==> src/rtl/demux4_stream.sv <==
// Registered 1-to-4 stream demultiplexer. One input stream is steered to one of four
// single-entry output lanes, chosen by S or by a round-robin pointer, with per-lane drain counters.
module demux4_stream #(
    parameter int W = 8
) (
    input  logic         CLK,
    input  logic         RST,
    input  logic [W-1:0] IN,
    input  logic         IN_VALID,
    output logic         IN_READY,
    input  logic [1:0]   S,
    input  logic         AUTO,
    output logic [W-1:0] OUT0,
    output logic [W-1:0] OUT1,
    output logic [W-1:0] OUT2,
    output logic [W-1:0] OUT3,
    output logic [3:0]   OUT_VALID,
    input  logic [3:0]   OUT_READY,
    output logic [7:0]   CNT0,
    output logic [7:0]   CNT1,
    output logic [7:0]   CNT2,
    output logic [7:0]   CNT3,
    output logic [1:0]   RR_PTR
);

    // Handshake: a word moves on a port when valid and ready are both high at the rising edge;
    // valid never waits on ready, while ready may depend combinationally on the downstream ready.
    typedef enum logic {
        EMPTY = 1'b0,
        FULL  = 1'b1
    } lane_state_t;

    lane_state_t  lane_q [4];
    lane_state_t  lane_d [4];
    logic [W-1:0] data_q [4];
    logic [7:0]   cnt_q  [4];
    logic [1:0]   rr_q;
    logic [1:0]   tgt;
    logic [3:0]   drain;
    logic         accept;

    assign tgt      = AUTO ? rr_q : S;
    // Only the target lane gates the input: a stalled target blocks everything behind it.
    assign IN_READY = (lane_q[tgt] == EMPTY) || OUT_READY[tgt];
    assign accept   = IN_VALID && IN_READY;

    always_comb begin
        drain     = '0;
        OUT_VALID = '0;
        for (int n = 0; n < 4; n++) begin
            lane_d[n]    = lane_q[n];
            drain[n]     = (lane_q[n] == FULL) && OUT_READY[n];
            OUT_VALID[n] = (lane_q[n] == FULL);
            // A refill wins over a drain so a lane can pass one word per cycle.
            if (accept && (tgt == 2'(n))) begin
                lane_d[n] = FULL;
            end else if (drain[n]) begin
                lane_d[n] = EMPTY;
            end
        end
    end

    always_ff @(posedge CLK or posedge RST) begin
        if (RST) begin
            for (int n = 0; n < 4; n++) begin
                lane_q[n] <= EMPTY;
                data_q[n] <= '0;
                cnt_q[n]  <= '0;
            end
            rr_q <= '0;
        end else begin
            for (int n = 0; n < 4; n++) begin
                lane_q[n] <= lane_d[n];
                if (accept && (tgt == 2'(n))) begin
                    data_q[n] <= IN;
                end
                if (drain[n]) begin
                    cnt_q[n] <= cnt_q[n] + 8'd1;
                end
            end
            if (accept && AUTO) begin
                rr_q <= rr_q + 2'd1;
            end
        end
    end

    assign OUT0   = data_q[0];
    assign OUT1   = data_q[1];
    assign OUT2   = data_q[2];
    assign OUT3   = data_q[3];
    assign CNT0   = cnt_q[0];
    assign CNT1   = cnt_q[1];
    assign CNT2   = cnt_q[2];
    assign CNT3   = cnt_q[3];
    assign RR_PTR = rr_q;

endmodule

==> config.mk <==
export PLATFORM = sky130hd
export DESIGN_NAME = demux4_stream
export DESIGN_NICKNAME = d
export VERILOG_FILES = /design/src/rtl/demux4_stream.sv
export SDC_FILE = /design/constraint.sdc
export NUM_CORES = 1
export LEC_CHECK = 0
export ABC_AREA = 1
export CAP_MARGIN = 20
export CORE_MARGIN = 1
export CORE_UTILIZATION = 47
export DETAILED_ROUTE_END_ITERATION = 12
export PLACE_DENSITY = 0.79
export SETUP_SLACK_MARGIN = 0.1
export SYNTH_ARGS = -nofsm -noshare
export SYNTH_HDL_FRONTEND = slang
export SYNTH_SLANG_ARGS = --single-unit
==> constraint.sdc <==
create_clock -name CLK -period 2.67 [get_ports CLK]
set_clock_uncertainty 0.05 [all_clocks]
set_input_delay 0.534 -clock CLK [delete_from_list [all_inputs] [get_ports CLK]]
set_output_delay 0.534 -clock CLK [all_outputs]
set_load 0.01 [all_outputs]
==> impl_metrics.ini, run 1 <==
[finish]
syn_to_final_growth_pct = 38.1
diodes = 0
drive_gt1_share_pct = 8.76
fill_cells = 520
fin_nets = 451
final_cells = 511

[critical_path]
crit_buf_inv = 5
reg2reg_slack_ns = 0.68
cp_slowest_cell = clkdlybuf4s50_1
crit_chain = clkdlybuf4s50_1, inv_1, o21ai_2, inv_1, nand2_1, nand2_1, inv_1, nand2_2, dlygate4sd2_1
r2r_start = RR_PTR[0]
cp-startpoint = S[1]
crit_family = buffers and inverters
critical_path_class = input pin to output port
critPathMaxStageDelay_ns = 0.45
worst_path_most_repeated_cell = inv_1
start_kind = input pin
worstSetupEndpointType = output port
cp_max_fo = 4
required_ns = 2.09
crit_path_end = IN_READY
r2r_cells = 12
arrival_ns = 1.87
timing.rr.end = OUT2[1]
cp_num_cells = 9

[power]
irDropWorstVdd_v = 0.000632
powerDensity_mw_per_mm2 = 1050
combPwrFrac_pct = 42.7
power_frac_clock_pct = 16.6
pwr-share-seq_pct = 40.6
switchingPower_mw = 1.63
p_leak_nw = 2.13
internal-power_mw = 2.88
switching_share_pct = 36.2

[cts]
clk_latency_ns = 0.34
htreeDepth = 3
clk_pin_slew_ns = 0.07
hold_buffers = 0
cts_tree = yes
numCtsBuffers = 9
clockRootBuffer = clkbuf_8
post_cts_buffers = 0
cts_buffer_depth = 2
clkSinkCount = 70

[route]
avgViaCountPerCell = 5.18
vias = 2647
routed_wl_um = 7340
first_iter_violations = 129
ant_nets = 0
drt-pass1-iter-count = 4
route.detailed.drc = 0
wl_per_cell_um = 14.4

[global_route]
grt.overflow.total = 0
grt_max_degree = 42
grt_pass1_vias = 2579
grt_usage_pct = 23.0
grt_first_pass_wirelength_um = 12400
antenna_found_initial = 0

[outcome]
outcome = completed

[synthesis]
netlist_area_mm2 = 0.00312
ys_ff_latch = 70
syn_avg_cell_area_um2 = 9.47
ys_warn_count = 0
synth_nets = 351
seq_area_frac_synth_pct = 56.2
synth.distinct_cells = 23
syn_inst = 329

[min_path]
holdPathStages = 2
hold_start = OUT1[7]
hold_class = flop to flop

[timing]
fin_crit_sh_pct = 92.0
hold_viol = 0
grt_setup_unrepaired = false
drv_slew = 0
setup_viol = 0
worstMarginPinSlew_ns = 0.668
fmax_ghz = 0.407
worst_hold_slack_ns = 0.424
layout_min_cycle_time_ns = 2.46
max-slew-margin-rel_pct = 55.4

[placement]
dp_hpwl_um = 5300
dp_cells = 495
portBuffers = 88
gp_congestion = 0.816

[die]
initial_core_util_pct = 48.8
die_h_um = 83.4
dieArea_mm2 = 0.00696
io-pin-count = 89
coreArea_mm2 = 0.00639
die_width_um = 83.4
rows = 29

[run]
max-cap-violations = 0
tightest hold or removal path, delay by kind of cell, from the launching register on:
family        cells  cell delay [ns]
simple gates      2             0.09
flops             1             0.35
synth_stat cells, drive strengths merged:
library cell / n / share of area [%]
nand2: 117 / 15
dfrtp: 70 / 56
nand4: 36 / 7.2
inv: 29 / 3.5
xor2: 18 / 5.1
nand3: 13 / 3.7
xnor2: 10 / 2.8
nor2: 9 / 1.2
o21ai: 6 / 1.1
buf: 5 / 1.0
nor3: 5 / 0.80
ha: 4 / 1.6
clkbuf: 3 / 0.36
clkinv: 2 / 0.24
mux2: 1 / 0.36
nor4: 1 / 0.20
layout make-up:
class                   count  area (um^2)  area share [%]
multi-input cells         220         1200            28.0
inverters                  31          116            2.70
repair buffers             97          958            22.3
clock inverters             6         37.5           0.872
well taps                  77         96.3            2.24
clock buffers              10          138            3.20
flip-flops and latches     70         1750            40.7
logic make-up (layout without fill, tap and decap cells):
logic type               after synthesis  count (layout)  synth area share, %
AO/OA/AOI/OAI                          6               6                 1.08
XOR/XNOR                              28              28                 7.87
adder cells (fa/ha/maj)                4               4                 1.61
buffers and inverters                 39             144                 5.10
flip-flops                            70              70                 56.2
multiplexers                           1               1                0.361
AND/OR/NAND/NOR                      181             181                 27.8
cell usage in the layout (no fill, tap or decap):
cell type / n
clkinv_2: 4
nand2_2: 3
nand3_1: 9
nand2_1: 113
o21ai_2: 1
inv_1: 28
buf_12: 1
dlygate4sd2_1: 2
ha_1: 4
buf_4: 8
o21ai_1: 1
nor4_1: 1
nor3_1: 5
nand2_4: 1
dfrtp_1: 70
xnor2_1: 10
nand3_4: 4
inv_2: 1
nand4_1: 36
clkbuf_8: 10
nor2_2: 2
xor2_1: 18
clkinv_1: 2
o21ai_0: 4
clkdlybuf4s50_1: 86
nor2_1: 7
clkinv_4: 2
mux2_2: 1
repair_timing:
item | in CTS | in global routing
setup endpoints to repair | 1 | 0
gates resized for setup | 2 | 0
hold endpoints to repair | 0 | 0
registers in the layout (all words and copies together), names as in the netlist, 4 cells and up:
signal,flops
CNT0,8
OUT1,8
CNT3,8
OUT0,8
OUT2,8
OUT_VALID,4
CNT2,8
OUT3,8
CNT1,8
through the flow:
stage / power (mW) / worst slack [ns] / TNS [ns] / instance area, um^2 / util [%]
floorplan: 2.65 / 0.318 / 0 / 3120 / -
global placement: 3.71 / -0.109 / -0.109 / 4130 / 64.7
detailed placement: 3.78 / -0.190 / -0.240 / 4130 / 64.7
CTS: 4.55 / 0.203 / 0 / 4300 / 67.4
global route: 4.80 / 0.113 / 0 / 4300 / 67.4
finish: 4.51 / 0.214 / 0 / 4300 / 67.4
worst min-delay path by stage:
| stage | endpoint | slack, ns |
|---|---|---|
| 6_report | OUT1[7] | 0.42 |
| 5_1_grt | CNT1[7] | 0.44 |
| 4_1_cts | CNT2[7] | 0.43 |
| 3_5_place_dp | OUT2[6] | 0.41 |
| 3_3_place_gp | OUT3[4] | 0.40 |
| 2_1_floorplan | OUT0[0] | 0.46 |
layer usage:
layer	vias up	wire length, um	global-route usage (%)
met5	-	0	0
met4	0	137	10.8
met3	14	452	4.57
met2	97	3550	37.1
met1	1264	3210	29.9
li1	1272	-	-
power by group through the flow:
stage                     Combinational [mW]  Clock (mW)  Sequential (mW)
after detailed placement                1.95           0             1.84
final                                   1.93       0.750             1.83
after global routing                    2.10       0.813             1.89
after CTS                               1.95       0.770             1.83
after floorplan                        0.665           0             1.99
after global placement                  1.89           0             1.82
Note: power is estimated with default switching activity, not from simulation.
==> run 2, diff against run 1 <==
--- a/config.mk
+++ b/config.mk
@@ -7,10 +7,11 @@
 export LEC_CHECK = 0
 export ABC_AREA = 1
 export CAP_MARGIN = 20
-export CORE_MARGIN = 1
-export CORE_UTILIZATION = 47
+export CORE_MARGIN = 3
+export CORE_UTILIZATION = 50
 export DETAILED_ROUTE_END_ITERATION = 12
-export PLACE_DENSITY = 0.79
+export MAX_ROUTING_LAYER = met4
+export PLACE_DENSITY = 0.83
 export SETUP_SLACK_MARGIN = 0.1
 export SYNTH_ARGS = -nofsm -noshare
 export SYNTH_HDL_FRONTEND = slang
==> constraint.sdc (replaced) <==
create_clock -name CLK -period 3 [get_ports CLK]
set_clock_uncertainty 0.05 [all_clocks]
set_input_delay 0.6 -clock CLK [delete_from_list [all_inputs] [get_ports CLK]]
set_output_delay 0.6 -clock CLK [all_outputs]
set_load 0.01 [all_outputs]
==> impl_metrics.ini, run 2 (synthesis results as in run 1) <==
[outcome]
outcome = completed

[route]
drt-pass1-iter-count = 4
vias = 2623
route.detailed.drc = 0
avgViaCountPerCell = 5.19
wl_per_cell_um = 14.6
routed_wl_um = 7360
first_iter_violations = 120
ant_nets = 0

[critical_path]
critPathMaxStageDelay_ns = 0.45
arrival_ns = 1.85
critical_path_class = input pin to output port
worst_path_most_repeated_cell = inv_1
worstSetupEndpointType = output port
start_kind = input pin
crit_buf_inv = 5
crit_family = buffers and inverters
required_ns = 2.35
crit_chain = clkdlybuf4s50_1, inv_1, o21ai_4, inv_1, nand2_1, nand2_1, inv_1, nand2_2, dlymetal6s2s_1
cp_max_fo = 5
cp_slowest_cell = clkdlybuf4s50_1

[placement]
placed_area_mm2 = 0.00409
dp_worst_setup_slack_ns = 0.0408
dp_hpwl_um = 5140
portBuffers = 88
gp_congestion = 0.882
dp_cells = 490

[finish]
diodes = 0
mostFrequentLayoutCell = nand2_1
fin_nets = 448
final_cells = 505
syn_to_final_growth_pct = 39.2
fin_area_mm2 = 0.00434
mostFrequentLayoutCells = nand2_1 (113), clkdlybuf4s50_1 (86), dfrtp_1 (70)
drive_gt1_share_pct = 7.91
fin_util_pct = 72.4

[cts]
numCtsBuffers = 9
clk_pin_slew_ns = 0.07
htreeDepth = 3
clkSinkCount = 70
clockRootBuffer = clkbuf_8
cts_buffer_depth = 2
cts_tree = yes
clk_latency_ns = 0.34

[die]
rows = 28
io-pin-count = 89
die_width_um = 84.9
initial_core_util_pct = 52.0
die_h_um = 84.9
coreArea_mm2 = 0.00599
dieArea_mm2 = 0.00721

[global_route]
grt_max_degree = 40
antenna_found_initial = 0
grt.overflow.total = 0
grt_pass1_vias = 2633
grt_usage_pct = 22.4
grt_first_pass_wirelength_um = 12400

[timing]
fmax_ghz = 0.400
max-slew-margin-rel_pct = 66.3
worstMarginPinSlew_ns = 0.505
worst_hold_slack_ns = 0.417
drv_slew = 0
layout_min_cycle_time_ns = 2.50
tns_ns = 0
setup_viol = 0
fin_crit_sh_pct = 83.3
worst_slack_ns = 0.500
grt_setup_unrepaired = false
hold_viol = 0

[power]
switching_share_pct = 34.5
power_mw = 4.23
p_leak_nw = 2.13
power_frac_clock_pct = 21.3
switchingPower_mw = 1.46
pwr-share-seq_pct = 38.4
combPwrFrac_pct = 40.4
internal-power_mw = 2.77
irDropWorstVdd_v = 0.000624
powerDensity_mw_per_mm2 = 976

[run]
max-cap-violations = 0

[min_path]
hold_class = flop to flop
-- run 2: cell count changes in the layout (fill, tap and decap cells not counted), sizes merged --
cell          previous run  this run
dlymetal6s2s             0         1
clkinvlp                 0         1
clkinv                   8         4
dlygate4sd2              2         1
bufinv                   0         3
clkbuf                  10         9
buf                      9         6
-- run 2: cell type report --
type	count	area, um^2
Sequential cell	70	1750
Fill cell	433	1650
Multi-Input combinational cell	220	1210
Timing Repair Buffer	94	927
Clock buffer	9	124
Inverter	31	116
Clock inverter	6	111
Tap cell	75	93.8
-- run 2: power by group through the flow --
stage          clock network, mW  registers, mW  logic (mW)
2_1_floorplan                  0           1.77       0.592
3_3_place_gp                   0           1.62        1.66
6_report                   0.900           1.62        1.71
3_5_place_dp                   0           1.63        1.71
4_1_cts                    0.912           1.62        1.73
5_1_grt                    0.959           1.68        1.87
-- run 2: path summary, 6_finish.rpt --
check	depth (start not counted)	from	to	slack, ns
setup reg to reg	12	RR_PTR[0]	OUT0[1]	1.02
min in group asynchronous	2	RST	CNT0[3]	0.56
hold / removal	1	CNT2[7]	CNT2[7]	0.42
setup / recovery	9	S[1]	IN_READY	0.50
hold reg to reg	1	CNT2[7]	CNT2[7]	0.42
max in group asynchronous	3	RST	CNT0[6]	1.61
-- run 2: routing by layer --
layer / wire length, um / GRT usage [%]
met5: 0 / -
met4: 178 / 9.50
met3: 537 / 6.12
met2: 3240 / 32.5
met1: 3400 / 29.8
-- run 2: timing repair --
| item | in CTS | in global routing |
|---|---|---|
| hold buffers | 0 | 0 |
| buffers inserted | 0 | 0 |
| gates resized for setup | 1 | 2 |
| endpoints found under the hold margin | 0 | 0 |
| setup endpoints to repair | 1 | 1 |
==> run 3, diff against run 2 <==
--- a/config.mk
+++ b/config.mk
@@ -8,10 +8,10 @@
 export ABC_AREA = 1
 export CAP_MARGIN = 20
 export CORE_MARGIN = 3
-export CORE_UTILIZATION = 50
+export CORE_UTILIZATION = 47
 export DETAILED_ROUTE_END_ITERATION = 12
 export MAX_ROUTING_LAYER = met4
-export PLACE_DENSITY = 0.83
+export PLACE_DENSITY = 0.79
 export SETUP_SLACK_MARGIN = 0.1
 export SYNTH_ARGS = -nofsm -noshare
 export SYNTH_HDL_FRONTEND = slang
==> constraint.sdc (replaced) <==
create_clock -name CLK -period 2.5 [get_ports CLK]
set_clock_uncertainty 0.05 [all_clocks]
set_input_delay 0.5 -clock CLK [delete_from_list [all_inputs] [get_ports CLK]]
set_output_delay 0.5 -clock CLK [all_outputs]
set_load 0.01 [all_outputs]
==> impl_metrics.ini, run 3 (synthesis results as in run 1) <==
[route]
routed_wl_um = 7370
ant_nets = 0
top_layer = met4
avgViaCountPerCell = 5.07
route.detailed.drc = 0
wl_per_cell_um = 14.3
vias = 2613
first_iter_violations = 137
wl_met1_um = 3330
drt-pass1-iter-count = 4
wl_met2_um = 3450
route.met3.wl_um = 527

[placement]
portBuffers = 88
gp_congestion = 0.868
dp_hpwl_um = 5310

[timing]
drv_slew = 0
worst_hold_slack_ns = 0.415
fin_crit_sh_pct = 88.1
worstMarginPinSlew_ns = 0.558
layout_min_cycle_time_ns = 2.20
tns_ns = 0
fmax_ghz = 0.454
setup_viol = 0
grt_setup_unrepaired = false
hold_viol = 0
max-slew-margin-rel_pct = 62.4

[global_route]
antenna_found_initial = 0
grt_first_pass_wirelength_um = 12200
grt_pass1_vias = 2606
grt.overflow.total = 0
grt_usage_pct = 21.2
grt_max_degree = 40

[power]
powerDensity_mw_per_mm2 = 1120
p_leak_nw = 2.16
irDropWorstVdd_v = 0.000655
power_mw = 4.89

[cts]
clockRootBuffer = clkbuf_8
hold_buffers = 0
post_cts_buffers = 0
htreeDepth = 3
clk_latency_ns = 0.33
cts_buffer_depth = 2
numCtsBuffers = 9
clkSinkCount = 70
cts_tree = yes
clk_pin_slew_ns = 0.07

[finish]
mostFrequentLayoutCell = nand2_1
diodes = 0
fin_nets = 456
drive_gt1_share_pct = 9.82
fin_util_pct = 68.2
mostFrequentLayoutCells = nand2_1 (113), clkdlybuf4s50_1 (86), dfrtp_1 (70)
syn_to_final_growth_pct = 39.8

[die]
initial_core_util_pct = 48.8
rows = 29
io-pin-count = 89
die_h_um = 87.4
coreArea_mm2 = 0.00639
dieArea_mm2 = 0.00764
die_width_um = 87.4

[min_path]
hold_class = input pin to asynchronous set/reset pin

[critical_path]
critical_path_class = input pin to output port
cp_max_fo = 4
arrival_ns = 1.65
worstSetupEndpointType = output port
required_ns = 1.95
start_kind = input pin

[run]
max-cap-violations = 0

[outcome]
outcome = completed
run 3: layout make-up:
type / count / area, um^2
fillers: 510 / 2030
flip-flops and latches: 70 / 1750
multi-input cells: 220 / 1210
repair buffers: 102 / 992
clock buffers: 10 / 138
inverters: 31 / 116
well taps: 77 / 96.3
clock inverters: 5 / 50.0
run 3: power by group:
group | internal (mW) | switching, mW
Sequential | 1.59 | 0.355
Combinational | 1.12 | 0.956
Clock | 0.475 | 0.400
Total | 3.18 | 1.71
run 3: timing repair:
action | 4_1_cts | 5_1_grt
gates resized for setup | 2 | 3
pin swaps | 0 | 1
setup endpoints to repair | 1 | 1
run 3: stage by stage:
stage	cells	cell area [um^2]	setup WS [ns]
after floorplan	329	3120	0.182
after global placement	500	4170	-0.209
after detailed placement	500	4170	-0.238
after CTS	515	4350	0.128
after global routing	515	4360	0.209
final	515	4360	0.298
run 3: metal layers:
metal,up-vias,track usage [%]
met2,99,31.8
met5,-,-
met1,1230,28.4
met4,0,5.58
met3,6,5.96
li1,1278,-
run 3: path summary, 6_finish.rpt:
kind,cells past startpoint,slack [ns],startpoint,end
min in group CLK,2,0.42,OUT2[7],OUT2[7]
max in group asynchronous,3,1.41,RST,CNT0[3]
worst max register to register,12,0.59,RR_PTR[0],OUT1[2]
worst min register to register,2,0.42,OUT2[7],OUT2[7]
worst max-delay path,9,0.30,S[1],IN_READY
worst min-delay path,2,0.42,RST,CNT1[4]
run 3: critical path: stages:
cell and delay, ns:
clkdlybuf4s50_1 0.45, inv_1 0.07, o21ai_4 0.18, inv_1 0.09
nand2_1 0.07, nand2_1 0.05, inv_1 0.05, nand2_2 0.06
clkbuf_2 0.13
